<file path="config.mk">
export PLATFORM = sky130hd
export DESIGN_NAME = ip_vector_loader
export DESIGN_NICKNAME = d
export VERILOG_FILES = /design/src/rtl/ip_vector_loader.sv
export SDC_FILE = /design/constraint.sdc
export NUM_CORES = 1
export LEC_CHECK = 0
export ABC_CLOCK_PERIOD_IN_PS = 3490
export BUFFER_PORTS_ARGS = -buffer_cell sky130_fd_sc_hd__buf_2
export CORE_UTILIZATION = 60
export CTS_CLUSTER_DIAMETER = 80
export DETAILED_ROUTE_END_ITERATION = 10
export PLACE_DENSITY = 0.83
export SYNTH_ARGS = -nofsm -noshare
export SYNTH_HDL_FRONTEND = slang
export SYNTH_SLANG_ARGS = --single-unit
export TNS_END_PERCENT = 1
</file>
<file path="constraint.sdc">
create_clock -name clk -period 3.49 [get_ports clk]
set_input_delay 0.349 -clock clk [delete_from_list [all_inputs] [get_ports clk]]
set_output_delay 0.349 -clock clk [all_outputs]
set_load 0.005 [all_outputs]
</file>
<file path="src/rtl/ip_vector_loader.sv">
// Packs (activation, weight) beats into double-buffered WIDTH-lane vectors with bias and tag.
// Latency: vector presented right after its closing beat's edge when the read bank is empty.
// Backpressure: s_ready drops only while the write bank is still full; vec_ready frees a bank.
module ip_vector_loader #(
    parameter int WIDTH = 8,
    parameter int ID_W  = 8
) (
    input  logic                  clk,
    input  logic                  reset,
    input  logic                  s_valid,
    output logic                  s_ready,
    input  logic [31:0]           s_data,
    input  logic [31:0]           s_weight,
    input  logic [31:0]           s_bias,
    input  logic                  s_last,
    output logic [32*WIDTH-1:0]   in_data,
    output logic [32*WIDTH-1:0]   weights,
    output logic [31:0]           bias,
    output logic [ID_W-1:0]       vec_id,
    output logic                  vec_valid,
    input  logic                  vec_ready
);

    localparam int LW = $clog2(WIDTH);

    logic [31:0]     dat_mem  [2][WIDTH];
    logic [31:0]     wgt_mem  [2][WIDTH];
    logic [31:0]     bias_mem [2];
    logic [ID_W-1:0] tag_mem  [2];

    logic [1:0]      full;
    logic            wsel;
    logic            rsel;
    logic [LW-1:0]   lane;
    logic [ID_W-1:0] id_cnt;

    logic accept;
    logic close_vec;
    logic consume;

    assign s_ready   = reset && !full[wsel];
    assign vec_valid = full[rsel];
    assign accept    = s_valid && s_ready;
    assign close_vec = accept && (s_last || (lane == LW'(WIDTH - 1)));
    assign consume   = vec_valid && vec_ready;

    // close and consume never target the same bank: close needs it empty, consume needs it full
    always_ff @(posedge clk or negedge reset) begin
        if (!reset) begin
            full   <= '0;
            wsel   <= 1'b0;
            rsel   <= 1'b0;
            lane   <= '0;
            id_cnt <= '0;
        end else begin
            if (close_vec) begin
                full[wsel] <= 1'b1;
                wsel       <= ~wsel;
                lane       <= '0;
                id_cnt     <= id_cnt + 1'b1;
            end else if (accept) begin
                lane <= lane + 1'b1;
            end
            if (consume) begin
                full[rsel] <= 1'b0;
                rsel       <= ~rsel;
            end
        end
    end

    always_ff @(posedge clk or negedge reset) begin
        if (!reset) begin
            for (int b = 0; b < 2; b++) begin
                for (int i = 0; i < WIDTH; i++) begin
                    dat_mem[b][i] <= '0;
                    wgt_mem[b][i] <= '0;
                end
                bias_mem[b] <= '0;
                tag_mem[b]  <= '0;
            end
        end else if (accept) begin
            // the first beat wipes stale lanes so short vectors read +0.0 beyond their end
            if (lane == '0) begin
                for (int i = 0; i < WIDTH; i++) begin
                    dat_mem[wsel][i] <= (i == 0) ? s_data : 32'h0;
                    wgt_mem[wsel][i] <= (i == 0) ? s_weight : 32'h0;
                end
                bias_mem[wsel] <= s_bias;
            end else begin
                dat_mem[wsel][lane] <= s_data;
                wgt_mem[wsel][lane] <= s_weight;
            end
            if (close_vec) begin
                tag_mem[wsel] <= id_cnt;
            end
        end
    end

    always_comb begin
        in_data = '0;
        weights = '0;
        for (int i = 0; i < WIDTH; i++) begin
            in_data[32*i +: 32] = dat_mem[rsel][i];
            weights[32*i +: 32] = wgt_mem[rsel][i];
        end
        bias   = bias_mem[rsel];
        vec_id = tag_mem[rsel];
    end

endmodule

</file>
==> impl_metrics.xml <==
<?xml version="1.0" encoding="UTF-8"?>
<metrics>
  <group name="timing">
    <metric name="maxSlewHeadroom" unit="%">17.5</metric>
    <metric name="layout_min_cycle_time" unit="ns">3.10</metric>
    <metric name="highest_achievable_clock_rate" unit="MHz">322</metric>
    <metric name="timing_worst_slew_pin_value" unit="ns">1.24</metric>
    <metric name="grt_setup_unrepaired" unit="">no</metric>
    <metric name="worst_clock_skew" unit="ns">0.0321</metric>
    <metric name="finalHoldViolCount" unit="">0</metric>
    <metric name="min_period_over_period" unit="%">88.9</metric>
    <metric name="timing.setup.tns" unit="ns">0</metric>
    <metric name="setup-violations-final" unit="">0</metric>
    <metric name="maxSlewViolCount" unit="">0</metric>
  </group>
  <group name="cts">
    <metric name="ctsResizeCount" unit="">0</metric>
    <metric name="postCtsSetupBuffers" unit="">0</metric>
    <metric name="clk_pin_slew" unit="ns">0.06</metric>
    <metric name="clk_latency" unit="ns">0.70</metric>
    <metric name="cts-root-buf" unit="">clkbuf_16</metric>
    <metric name="numClockSinks" unit="">1119</metric>
    <metric name="ctsHoldBuffers" unit="">34</metric>
    <metric name="cts_made_buffers" unit="">110</metric>
    <metric name="max-clock-path-buffers" unit="">3</metric>
    <metric name="tritoncts" unit="">yes</metric>
    <metric name="h-tree-depth" unit="">3</metric>
  </group>
  <group name="place">
    <metric name="dp_hpwl" unit="µm">95100</metric>
    <metric name="place.port_buffers" unit="">654</metric>
    <metric name="gpl.final_weighted_congestion" unit="">0.871</metric>
  </group>
  <group name="global_routing">
    <metric name="number_of_antenna_violations_at_the_first_check_in_global_routing" unit="">8</metric>
    <metric name="grt_max_degree" unit="">187</metric>
    <metric name="grt_pass1_wl" unit="µm">235000</metric>
    <metric name="grt_pass1_vias" unit="">35600</metric>
    <metric name="grtUsageTotal" unit="%">38.8</metric>
    <metric name="overflow" unit="">0</metric>
  </group>
  <group name="pwr">
    <metric name="leakagePower" unit="nW">28.8</metric>
    <metric name="cellPowerDensity" unit="nW/µm²">912</metric>
    <metric name="vdd_ir_drop_max" unit="µV">720</metric>
    <metric name="design_power_total" unit="mW">51.5</metric>
  </group>
  <group name="setup_path">
    <metric name="cp_data_arrival_time" unit="ns">3.65</metric>
    <metric name="worst_r2r_startpoint" unit="">lane[0]</metric>
    <metric name="reg2reg_setup_slack" unit="ns">0.39</metric>
    <metric name="worst-r2r-cell-count" unit="">6</metric>
    <metric name="worstSetupStartpointType" unit="">flip-flop</metric>
    <metric name="timing.rr.end" unit="">dat_mem[379]</metric>
    <metric name="endpoint_kind" unit="">flip-flop</metric>
    <metric name="ws_path_type" unit="">flip-flop to flip-flop</metric>
    <metric name="cp_data_required_time" unit="ns">4.04</metric>
    <metric name="critical_path.startpoint" unit="">lane[0]</metric>
    <metric name="critical_path_peak_fanout" unit="">23</metric>
  </group>
  <group name="logic_synthesis">
    <metric name="async_reset_ff_share" unit="%">100</metric>
    <metric name="syn-instance-count" unit="">3361</metric>
    <metric name="synth.distinct_cells" unit="">40</metric>
    <metric name="synth.yosys.warnings" unit="">0</metric>
    <metric name="yosysSeqAreaShare" unit="%">58.7</metric>
    <metric name="synth_area_per_cell" unit="µm²">14.2</metric>
    <metric name="synth_ff_type" unit="">dfrtp_1</metric>
    <metric name="synth-seq-cells" unit="">1119</metric>
    <metric name="synth_edf_count" unit="">0</metric>
    <metric name="syn-num-nets" unit="">3466</metric>
    <metric name="synth.cell_area" unit="µm²">47700</metric>
  </group>
  <group name="cells_and_area">
    <metric name="areaGrowthSynthToFinish" unit="%">18.3</metric>
    <metric name="final_nets" unit="">4014</metric>
    <metric name="drive_above_1_share" unit="%">44.8</metric>
  </group>
  <group name="hold_path">
    <metric name="hp-start" unit="">s_weight[29]</metric>
    <metric name="min_path_cells" unit="">2</metric>
    <metric name="whs_endpoint" unit="">wgt_mem[445]</metric>
    <metric name="worst_hold_path_class" unit="">input port to flip-flop</metric>
  </group>
  <group name="routing">
    <metric name="detail_route.first_pass.iterations" unit="">6</metric>
    <metric name="postRouteAntennaNets" unit="">0</metric>
    <metric name="number_of_drc_markers_in_iteration_0" unit="">3988</metric>
    <metric name="detail_route.wirelength" unit="µm">158000</metric>
    <metric name="route.detailed.wl_per_inst" unit="µm">31.3</metric>
    <metric name="drt-vias-per-instance" unit="">6.88</metric>
    <metric name="drcViolationCount" unit="">0</metric>
    <metric name="via_count" unit="">34700</metric>
  </group>
  <group name="floorplan">
    <metric name="core_area" unit="µm²">78900</metric>
    <metric name="floorplan.rows" unit="">103</metric>
    <metric name="start_util" unit="%">60.5</metric>
    <metric name="ios" unit="">655</metric>
    <metric name="die_h" unit="µm">284</metric>
    <metric name="fp.dieW" unit="µm">284</metric>
    <metric name="die_footprint" unit="µm²">80600</metric>
  </group>
  <group name="status">
    <metric name="run_status" unit="">finished clean</metric>
  </group>
  <group name="flow_run">
    <metric name="cap_viol_max_count" unit="">0</metric>
  </group>
</metrics>
==> where the power goes <==
group          switching, mW  internal [mW]  total (mW)
Sequential              2.49           16.9        19.4
Clock                   5.23           7.62        12.9
Combinational           10.4           8.76        19.2
Total                   18.2           33.3        51.5
==> metrics by stage <==
stage	setup WS, ns	cells	hold WS [ns]	util, %	instance area, µm²
after detailed placement	0.431	4813	0.161	66.1	52200
after floorplan	1.18	3361	0.0534	-	47700
after CTS	0.416	5042	0.0184	71.5	56400
after global routing	0.203	5045	0.0484	71.5	56400
final	0.388	5047	0.0491	71.5	56400
after global placement	0.529	4813	0.163	66.1	52200
==> cell usage after synthesis (all sizes together), types with 2 or more instances <==
master / instances / area share, %
nor4: 2 / 0.089
ha: 4 / 0.10
a21o: 67 / 1.1
nand3: 3 / 0.031
a21oi: 2 / 0.021
buf: 75 / 0.94
clkbuf: 272 / 2.1
a22o: 448 / 8.2
or3: 3 / 0.039
a2bb2oi: 256 / 5.5
and3: 2 / 0.026
nor3: 7 / 0.14
inv: 3 / 0.024
nand2: 14 / 0.11
nor2: 87 / 0.71
dfrtp: 1119 / 59
nand4: 5 / 0.066
mux2: 763 / 18
a31oi: 3 / 0.039
o22a: 192 / 3.5
nand2b: 3 / 0.039
xnor2: 6 / 0.11
o21ai: 15 / 0.16
==> layer usage <==
layer  track usage (%)  wire, µm
met1              51.7     59700
met2              58.4     71800
met3              10.3     17000
met4              21.0      9380
met5                 0         0
==> worst max path at each step <==
stage / slack [ns] / cells after the start / endpoint
finish: 0.39 / 6 / dat_mem[379]
global route: 0.20 / 6 / wgt_mem[378]
CTS: 0.42 / 6 / dat_mem[374]
detailed placement: 0.43 / 6 / dat_mem[368]
global placement: 0.53 / 6 / dat_mem[364]
floorplan: 1.18 / 10 / dat_mem[34]
==> critical path: stages, from the launching register on <==
cell,delay [ns]
dfrtp_1,0.54
inv_1,0.21
ha_1,0.53
nor2b_1,0.86
o21ai_4,0.35
buf_12,0.28
a22o_1,0.20
==> sequential cells by signal (all words and copies together) (netlist names) <==
name / flops
bias_mem: 64
full: 2
tag_mem: 16
rsel: 1
id_cnt: 8
wgt_mem: 512
wsel: 1
dat_mem: 512
lane: 3
==> cell usage in the layout (no fill, tap or decap), drive strengths merged, types with 2 or more instances in the layout <==
master and n:
a21o 67, a21oi 2, a22o 448, a2bb2oi 256, a31oi 3, and3 2
buf 749, bufinv 20, clkbuf 142, clkinv 28, clkinvlp 2, dfrtp 1119
diode 5, dlygate4sd3 34, ha 4, inv 6, mux2 763, nand2 14
nand2b 3, nand3 3, nand4 5, nor2 87, nor3 7, nor4 2
o21ai 15, o22a 192, or3 3, xnor2 6
==> cells by family after synthesis <==
family	after synthesis	synth area share (%)
AND/OR/NAND/NOR	132	1.35
buffers and inverters	350	3.10
flip-flops	1119	58.7
adder cells (fa/ha/maj)	4	0.105
multiplexers	764	18.0
AO/OA/AOI/OAI	985	18.5
XOR/XNOR	7	0.129
==> area by class of cell <==
class                      count  area, µm²
fill                        5128      22500
clock inverter                53        850
clock buffer                 142       3030
tap                         1050       1310
timing repair buffer         783       4710
sequential                  1119      28000
multi-input combinational   1892      18500
antenna                        5       12.5
inverter                       3       11.3
(Power assumes the default switching activity.)
